**config.mk**
```make
export PLATFORM = sky130hd
export DESIGN_NAME = muldiv_seq
export DESIGN_NICKNAME = d
export VERILOG_FILES = /design/src/rtl/muldiv_seq.sv
export SDC_FILE = /design/constraint.sdc
export NUM_CORES = 1
export LEC_CHECK = 0
export CORE_UTILIZATION = 43
export DETAILED_ROUTE_END_ITERATION = 8
export PLACE_DENSITY = 0.7
export SETUP_SLACK_MARGIN = 0.05
export SLEW_MARGIN = 20
export SYNTH_ARGS = -nofsm -noshare
export SYNTH_HDL_FRONTEND = slang
export SYNTH_SLANG_ARGS = --single-unit
```
**constraint.sdc**
```tcl
create_clock -name clk -period 7 [get_ports clk]
set_clock_uncertainty 0.2 [all_clocks]
set_input_delay 0.7 -clock clk [delete_from_list [all_inputs] [get_ports clk]]
set_output_delay 0.7 -clock clk [all_outputs]
set_load 0.05 [all_outputs]
```
**src/rtl/muldiv_seq.sv**
```systemverilog
// muldiv_seq: iterative MULT/MULTU/DIV/DIVU sequencer for the MIPS32 HI/LO pair.
// Each operation takes one load cycle, WIDTH shift-add or restoring-divide steps, a sign-fix
// cycle, and a single write cycle in which HI/LO capture the result.
module muldiv_seq #(
    parameter int WIDTH = 32
) (
    input  logic             clk,
    input  logic             reset,
    input  logic             start,
    input  logic [1:0]       op,
    input  logic [WIDTH-1:0] a,
    input  logic [WIDTH-1:0] b,
    output logic             busy,
    output logic             done,
    output logic             hi_we,
    output logic             lo_we,
    output logic [WIDTH-1:0] hi_d,
    output logic [WIDTH-1:0] lo_d
);

    localparam int CW = $clog2(WIDTH);

    typedef enum logic [1:0] {S_IDLE, S_CALC, S_FIX, S_WRITE} state_t;

    state_t         state;
    logic [CW-1:0]  cnt;
    logic           is_div;
    logic           neg_q;      // product sign (multiply) or quotient sign (divide)
    logic           neg_r;      // remainder sign follows the dividend
    logic           div_zero;
    logic [WIDTH-1:0] acc;      // product high half, or partial remainder
    logic [WIDTH-1:0] low;      // multiplier / product low half, or dividend / quotient
    logic [WIDTH-1:0] opnd;     // multiplicand magnitude, or divisor magnitude
    logic [WIDTH-1:0] a_raw;    // untouched dividend, returned as HI on divide by zero

    logic [WIDTH:0] sum_c;
    logic [WIDTH:0] shifted_c;
    logic [WIDTH:0] diff_c;
    logic           accept;

    // Magnitude of an operand; only signed ops with a negative value are negated.
    function automatic logic [WIDTH-1:0] mag(input logic [WIDTH-1:0] v, input logic sgn);
        return (sgn && v[WIDTH-1]) ? -v : v;
    endfunction

    // Two's-complement sign correction of a result field.
    function automatic logic [WIDTH-1:0] fix_w(input logic [WIDTH-1:0] v, input logic neg);
        return neg ? -v : v;
    endfunction

    function automatic logic [2*WIDTH-1:0] fix_2w(input logic [2*WIDTH-1:0] v, input logic neg);
        return neg ? -v : v;
    endfunction

    // The WRITE cycle also accepts a request so back-to-back operations lose no cycle.
    assign accept = start && (state == S_IDLE || state == S_WRITE);

    // One iteration step: carry-preserving add for multiply, trial subtract for divide.
    always_comb begin
        sum_c     = {1'b0, acc} + (low[0] ? {1'b0, opnd} : '0);
        shifted_c = {acc, low[WIDTH-1]};
        diff_c    = shifted_c - {1'b0, opnd};
    end

    // Sequencer FSM with registered strobes and result data.
    always_ff @(posedge clk) begin
        if (reset) begin
            state <= S_IDLE;
            cnt   <= '0;
            busy  <= 1'b0;
            done  <= 1'b0;
            hi_we <= 1'b0;
            lo_we <= 1'b0;
            hi_d  <= '0;
            lo_d  <= '0;
        end else begin
            done  <= 1'b0;
            hi_we <= 1'b0;
            lo_we <= 1'b0;
            case (state)
                S_CALC: begin
                    if (is_div) begin
                        if (!diff_c[WIDTH]) begin
                            acc <= diff_c[WIDTH-1:0];
                            low <= {low[WIDTH-2:0], 1'b1};
                        end else begin
                            acc <= shifted_c[WIDTH-1:0];
                            low <= {low[WIDTH-2:0], 1'b0};
                        end
                    end else begin
                        acc <= sum_c[WIDTH:1];
                        low <= {sum_c[0], low[WIDTH-1:1]};
                    end
                    cnt <= cnt - CW'(1);
                    if (cnt == '0) begin
                        state <= S_FIX;
                    end
                end
                S_FIX: begin
                    if (div_zero) begin
                        hi_d <= a_raw;
                        lo_d <= '1;
                    end else if (is_div) begin
                        hi_d <= fix_w(acc, neg_r);
                        lo_d <= fix_w(low, neg_q);
                    end else begin
                        {hi_d, lo_d} <= fix_2w({acc, low}, neg_q);
                    end
                    done  <= 1'b1;
                    hi_we <= 1'b1;
                    lo_we <= 1'b1;
                    state <= S_WRITE;
                end
                S_WRITE: begin
                    busy  <= 1'b0;
                    state <= S_IDLE;
                end
                default: begin
                    state <= S_IDLE;
                end
            endcase
            if (accept) begin
                is_div   <= op[1];
                neg_q    <= op[0] & (a[WIDTH-1] ^ b[WIDTH-1]);
                neg_r    <= op[0] & a[WIDTH-1];
                div_zero <= op[1] & (b == '0);
                acc      <= '0;
                low      <= mag(a, op[0]);
                opnd     <= mag(b, op[0]);
                a_raw    <= a;
                cnt      <= CW'(WIDTH - 1);
                busy     <= 1'b1;
                state    <= S_CALC;
            end
        end
    end

endmodule
```
# --- After elaboration in Yosys (flattened, before gate mapping) ---
# Cells that the tools add are included.
totals:
  reg_bits: 205
  out_inout_bits: 68
  inputBits: 69
classes:
  add_sub_neg: 8
  n_eq_ne: 5
  bitwise_logic: 5
  n_mux: 25
  reduce_logical: 12
op_table:
  columns: ["cell", "count"]
  rows:
  - ["32-bit 2-to-1 mux", 15]
  - ["32-bit negation", 4]
  - ["64-bit 2-to-1 mux", 1]
  - ["64-bit negation", 1]
  - ["32-bit by 32-bit adder with 33-bit output", 1]
  - ["33-bit by 32-bit subtractor with 33-bit output", 1]
  - ["32-bit zero test", 1]
  - ["5-bit 2-to-1 mux", 2]
  - ["5-bit zero test", 1]
  - ["1-bit 2-to-1 mux", 5]
  - ["5-bit by 1-bit subtractor with 5-bit output (second input constant)", 1]
  - ["2-bit equality test (second input constant)", 2]
  - ["2-bit one-hot mux with 2 select lines", 1]
  - ["2-bit AND reduction", 2]
  - ["2-bit nonzero test", 2]
  - ["1-bit bitwise AND", 3]
  - ["1-bit logical AND", 3]
  - ["3-bit != test (second input constant)", 1]
  - ["2-bit by 1-bit equality test with 1-bit output (second input constant)", 1]
  - ["2-bit zero test", 1]
  - ["2-bit 2-to-1 mux", 1]
  - ["2-bit != test (second input constant)", 1]
  - ["2-bit OR reduction", 1]
  - ["1-bit logical OR", 1]
  - ["2 further kinds", 2]

# --- Longest topological paths before layout ---
# Gate-level depths: netlist (run 1).
depth:
  word_depth: 5
  mapped_depth: 14
  mapped_depth_nobuf: 12

# --- Worst setup path after synthesis (run 1) ---
# No wires, ideal clock.
synth_timing:
  path_type: "input to register"
  start: "in start"
  end: "reg acc[0], enable pin"
  path_stages: 5
  setup_slack_ns: 2.172
  path_buffers: 2
  arrival_time_ns: 4.142
  t_required_ns: 6.314
  path_cell_list: "and2_1 > clkbuf_1 > clkbuf_1 > nor2_1 > nor2_1"
synth_between:
  elab_chain_cells: 3
synth_rtl:
  columns: ["item", "line_no", "text"]
  rows:
  - ["from (decl)", "9", "input logic start,"]
  - ["1-bit logical AND", "56", "assign accept = start && (state == S_IDLE || state == S_WRITE);"]
  - ["2-bit nonzero test (no line)", null, null]
  - ["2-bit AND reduction (no line)", null, null]
  - ["to (signal assigned)", "84", "acc <= diff_c[WIDTH-1:0];"]
  - ["to (signal assigned)", "87", "acc <= shifted_c[WIDTH-1:0];"]
  - ["to (signal assigned)", "91", "acc <= sum_c[WIDTH:1];"]
  - ["to (decl)", "31", "logic [WIDTH-1:0] acc;"]
# Every way passes these cells.
# A chain may end at the register's enable or synchronous reset.

# --- Worst setup path in the final report (run 1) ---
layout_timing:
  start: "reg low[0]"
  end: "reg acc[30], data pin"
layout_between:
  elab_chain_cells: 4
layout_rtl:
  columns: ["item", "line_no", "text"]
  rows:
  - ["from (decl)", "32", "logic [WIDTH-1:0] low;"]
  - ["from (signal assigned)", "85", "low <= {low[WIDTH-2:0], 1'b1};"]
  - ["from (signal assigned)", "88", "low <= {low[WIDTH-2:0], 1'b0};"]
  - ["from (signal assigned)", "92", "low <= {sum_c[0], low[WIDTH-1:1]};"]
  - ["32-bit 2-to-1 mux", "60", "sum_c = {1'b0, acc} + (low[0] ? {1'b0, opnd} : '0);"]
  - ["32-bit by 32-bit adder with 33-bit output", "60", null]
  - ["32-bit 2-to-1 mux", "82", "if (is_div) begin"]
  - ["32-bit 2-to-1 mux", "80", "case (state)"]
# Every way passes these cells. The select of a mux whose other input is x is not followed.

==> run metrics, run 1 <==
vias per std cell=slightly below 6; commonest non-fill, non-tap cells in the layout=nor2_1 (171), nand2_1 (160), o21ai_0 (138), clkdlybuf4s50_1 (135), edfxtp_1 (132); top cell type's share of synthesized area=0.271; first-pass GRT wire length=69.7 mm; WL per Instance=between 15 and 20 um; Syn Nets=roughly 1800; placed cell areas=around 16000 sq um; Total GRT Usage=0.249; number of flops mapped to enable cells by yosys=132; post-CTS sizing=0; mapped cell area=about 15000 sq um; Synth area leaders=edfxtp_1 (27%), dfxtp_1 (10%), ha_1 (6.3%); CTS clk-pin slew, worst paths=approximately 0.06 ns; Die Height=186 um; vias in the first global route=~12000; routability cong.=roughly 0.94; PwrDens=between 400 and 500 nW/um^2; IO buf count=around 140; CTS tree=yes; post-route clock period utilization=0.653; final setup violation count=0; final core occ=0.512; residual DRC count=0; total wire length=between 40 and 50 mm; IO Pins=between 100 and 150; Max IR drop VDD=about 0.28 mV; Fin. Hold Viols=0; worst slew pin tran=about 1.0 ns; Leakage=between 6 and 7 nW; critical path class=register to register; Yosys reg bits=a little over 200; crit path capture type=register; nets=~1900; largest net degree at the start of global routing=between 100 and 150; die area=between 30000 and 40000 sq um; Setup WS pre-CTS=around 2.4 ns; setup ws final=2.43 ns; clk root buf=clkbuf_16; Mean Syn Cell Area=about 8.7 sq um; Slew HR=0.303; initial antenna violation count=0; Arr. time, crit path=4.78 ns; n_diodes=0; via count=around 13000; CTS Buf Count=25; CP Launch Type=register; die width=~190 um; worst min-delay path class=register to register; clock latency on the worst-skew pair=between 0.5 and 0.6 ns; # Max-Cap Violations=0; drt initial violations=about 1100; DRT Pass-1 Iters=5; # rows=67; Synth Instances=1676; clock sinks=around 210; ANT nets after route=0; RSZ-0062 raised after global routing=no; status=finished clean; global route overflow=0; Synth cell types=78; Post-CTS Setup Inserts=0; cell taking the most area after synthesis=edfxtp_1; commonest non-fill, non-tap cell in the layout=nor2_1; CTS H-Tree Depth=1; Post-synth ARST share=0; Initial Util=0.437; sequential share of the synthesized area=0.371; Primary FF master, synth=edfxtp_1; hpwl dp=about 33 mm; post-layout min period=4.57 ns; crit path max fanout=32; layout cells sized above 1=0.0446; CP required=roughly 7.2 ns; area grow syn2layout=17.3%; Achievable Freq=219 MHz; cell area after layout=about 17000 sq um; Core ar.=approximately 33000 sq um; hold buffers post-CTS=0; Synth Warn #=0; max-slew violations=0; setup_tns=0 ns; Max Buffers Root-to-Sink=3
==> kinds of logic (layout without fill, tap and decap cells) <==
family,count (synthesis),count (layout),share of synthesized area
AO/OA/AOI/OAI,487,487,0.210
XOR/XNOR,178,178,0.109
adder cells (fa/ha/maj),75,75,0.0653
buffers and inverters,147,266,0.0395
flip-flops,205,205,0.371
multiplexers,43,43,0.0296
AND/OR/NAND/NOR,541,541,0.175
==> Yosys cell counts, drive strengths merged (11+ instances only) <==
cell type	n
a21oi	107
or3	16
or4	12
o211ai	20
and2	11
dfxtp	73
inv	70
clkbuf	58
a21o	16
a31oi	35
ha	73
nand2	160
o21ai	146
and3	12
nor2b	15
buf	18
nor2	175
nand3	32
o31ai	26
o41ai	16
nand2b	16
nor3	40
a211oi	44
nand4	16
o22ai	14
xnor2	85
xor2	93
nor4	15
mux2i	42
edfxtp	132
==> where the power goes <==
part	switching [mW]	internal, mW	total (mW)	leakage, nW
Clock	0.535	0.716	1.25	0.388
Combinational	2.69	1.58	4.27	4.16
Sequential	0.448	1.80	2.24	1.84
Total	3.67	4.09	7.76	6.38
==> final timing paths <==
path,from,to,slack [ns],depth (start not counted)
hold reg to reg,busy$_SDFFE_PP0P_,busy$_SDFFE_PP0P_,0.28,2
setup reg to reg,low[0]$_DFFE_PP_,acc[30]$_SDFFCE_PP0P_,2.43,12
hold / removal,busy$_SDFFE_PP0P_,busy$_SDFFE_PP0P_,0.28,2
setup / recovery,low[0]$_DFFE_PP_,acc[30]$_SDFFCE_PP0P_,2.43,12
==> area by class of cell <==
cell class | count | area [sq um]
inverters | 71 | 267
flip-flops and latches | 205 | 5430
clock inverters | 9 | 62.6
repair buffers | 149 | 1470
multi-input cells | 1324 | 8630
well taps | 448 | 561
fillers | 3136 | 16300
clock buffers | 37 | 721
==> routing by layer <==
metal	global-route usage	vias to the layer above	part of all wire
met4	0.0731	0	0.030
met5	0	-	0
met3	0.0286	82	0.070
met2	0.408	527	0.46
li1	-	6363	-
met1	0.346	6300	0.44
==> flip-flops by register name, summed over array words and instances, names as in the netlist <==
name / cells
neg_r: 1
acc: 32
cnt: 5
a_raw: 32
low: 32
lo_we: 1
neg_q: 1
busy: 1
hi_d: 32
div_zero: 1
state: 2
is_div: 1
lo_d: 32
opnd: 32
==> stage by stage <==
| step | instances | power [mW] | hold slack (ns) |
|---|---|---|---|
| detailed placement | 2197 | 6.45 | 0.265 |
| floorplan | 1676 | 5.24 | 0.236 |
| CTS | 2243 | 7.72 | 0.273 |
| finish | 2243 | 7.76 | 0.278 |
| global placement | 2197 | 6.39 | 0.259 |
| global route | 2243 | 8.23 | 0.296 |
==> critical path, cell delays in order (launching register included) <==
cell	delay, ns
edfxtp_1	0.51
inv_1	0.78
nor2_1	0.21
ha_1	0.35
a211oi_1	0.24
o21ai_0	0.21
o21ai_0	0.30
a21oi_1	0.21
a31oi_1	0.52
nand2_1	0.18
a221oi_1	0.32
mux2i_1	0.23
o311a_1	0.17
No activity file was read; power rests on OpenSTA's default activity.
==> run 2: changes to the inputs <==
--- a/config.mk
+++ b/config.mk
@@ -7,7 +7,7 @@
 export LEC_CHECK = 0
 export CORE_UTILIZATION = 43
 export DETAILED_ROUTE_END_ITERATION = 8
-export PLACE_DENSITY = 0.7
+export PLACE_DENSITY = 0.72
 export SETUP_SLACK_MARGIN = 0.05
 export SLEW_MARGIN = 20
 export SYNTH_ARGS = -nofsm -noshare
==> constraint.sdc (replaced) <==
create_clock -name clk -period 4.1 [get_ports clk]
set_clock_uncertainty 0.2 [all_clocks]
set_input_delay 0.41 -clock clk [delete_from_list [all_inputs] [get_ports clk]]
set_output_delay 0.41 -clock clk [all_outputs]
set_load 0.05 [all_outputs]
==> run 2 against run 1 <==
Compared with the run above:
- clock power up 100%
- global-route usage up 0.64 points
- register-to-register slack worse by 2.1 ns
- combinational power up 89%
- power up 84%
- first-iteration DRC count up 4.5%
- hold slack worse by 0.16 ns
- wire length up 2.7%
- cell count up 3.7%
- largest power group unchanged
- sequential share of layout area down 1.5 points
- via count up 4.0%
==> run metrics, run 2 (synthesis gave the netlist of run 1 again) <==
status=finished clean; cell area after layout=roughly 18000 sq um; # Max-Cap Violations=0; GRT met1 Usage=0.346; total wire length=between 40 and 50 mm; Leakage=6.88 nW; max-slew violations=0; final core occ=0.537; largest net degree at the start of global routing=75; Arr. time, crit path=3.93 ns; Max Buffers Root-to-Sink=3; WHS=approximately 0.12 ns; CTS Buf Count=24; fillers=3015; drt initial violations=between 1000 and 1500; crit path capture type=register; residual DRC count=0; setup_tns=0 ns; Post-CTS Setup Inserts=0; multi-input logic area=around 8600 sq um; worst min-delay path class=input pin to register; Post-Place Cells=between 2000 and 2500; setup ws final=0.316 ns; die area=34700 sq um; Initial Util=0.437; WL per Instance=around 20 um; Fin. Hold Viols=0; most used routing layer=met2; sequential cell area=5430 sq um; Slew HR=0.411; initial antenna violation count=0; IO Pins=~140; area grow syn2layout=23.0%; CP required=between 4 and 5 ns; Achievable Freq=264 MHz; CP Launch Type=register; post-route clock period utilization=0.923; via count=13799; final setup violation count=0; post-route insts no fill=2325; Total GRT Usage=0.256; vias in the first global route=about 13000; IO buf count=136; CTS clk-pin slew, worst paths=approximately 0.060 ns; nets=between 2000 and 2500; n_diodes=0; ANT nets after route=0; global route overflow=0; clock sinks=approximately 210; vias per std cell=roughly 5.9; Die Height=186 um; CTS H-Tree Depth=1; # rows=between 60 and 70; crit path max fanout=11; Setup WS pre-CTS=0.168 ns; clock latency on the worst-skew pair=between 0.5 and 0.6 ns; GR met3 Demand/Resource=0.0404; placed cell areas=around 17000 sq um; layout cells sized above 1=0.0906; RSZ-0062 raised after global routing=yes; critical path class=register to register; post-CTS sizing=0; GR Layer Usage met2=0.418; Core ar.=roughly 33000 sq um; first-pass GRT wire length=just over 70 mm; die width=around 190 um; hpwl dp=~35 mm; Max IR drop VDD=~0.36 mV; clk root buf=clkbuf_16; hold buffers post-CTS=0; total power=14.3 mW; CTS tree=yes; post-layout min period=about 3.8 ns; DRT Pass-1 Iters=6; commonest non-fill, non-tap cell in the layout=nor2_1; PwrDens=approximately 800 nW/um^2; routability cong.=between 0.9 and 1; worst slew pin tran=0.882 ns; flop-to-flop setup slack=0.32 ns; commonest non-fill, non-tap cells in the layout=nor2_1 (171), nand2_1 (160), o21ai_0 (138), clkdlybuf4s50_1 (135), edfxtp_1 (132)
-- run 2: cell count changes in the layout (fill, tap and decap cells not counted), sizes merged --
cell      before  now
buf           14   98
clkbuf        37   27
bufinv         0    8
clkinv         7    8
clkinvlp       1    0
-- run 2: worst max-delay path, cell delays in order, from the launching register on --
cell and delay (ns):
edfxtp_1 0.37, inv_1 0.09, ha_1 0.42, o21a_1 0.16, nor2_1 0.07, or4_4 0.55
o21ai_2 0.19, a21oi_2 0.11, o31a_2 0.46, xnor2_4 0.42, buf_4 0.22, nand2_1 0.05
a311oi_1 0.27
-- run 2: power breakdown --
part / internal, mW / leakage (nW) / total (mW) / switching, mW
clock network: 1.62 / 0.459 / 2.54 / 0.928
logic: 3.18 / 4.59 / 8.06 / 4.88
registers: 3.06 / 1.84 / 3.66 / 0.608
total: 7.85 / 6.88 / 14.3 / 6.42
-- run 2: routing by layer --
metal	share of wire	vias to the layer above
li1	-	6524
met1	0.43	6530
met2	0.46	647
met3	0.082	98
met4	0.031	0
met5	0	-
-- run 2: area by class of cell --
class | instances | share of cell area
multi-input combinational | 1324 | 0.481
sequential | 205 | 0.302
timing repair buffer | 233 | 0.119
clock buffer | 27 | 0.0352
tap | 448 | 0.0312
clock inverter | 17 | 0.0168
inverter | 71 | 0.0148
-- run 2: path summary, 6_finish.rpt --
check | start | endpoint | depth (start not counted)
max | opnd[7]$_DFFE_PP_ | acc[10]$_SDFFCE_PP0P_ | 12
min | reset | hi_d[12]$_SDFFE_PP0P_ | 2
max reg2reg | opnd[7]$_DFFE_PP_ | acc[10]$_SDFFCE_PP0P_ | 12
min reg2reg | hi_d[19]$_SDFFE_PP0P_ | hi_d[19]$_SDFFE_PP0P_ | 2
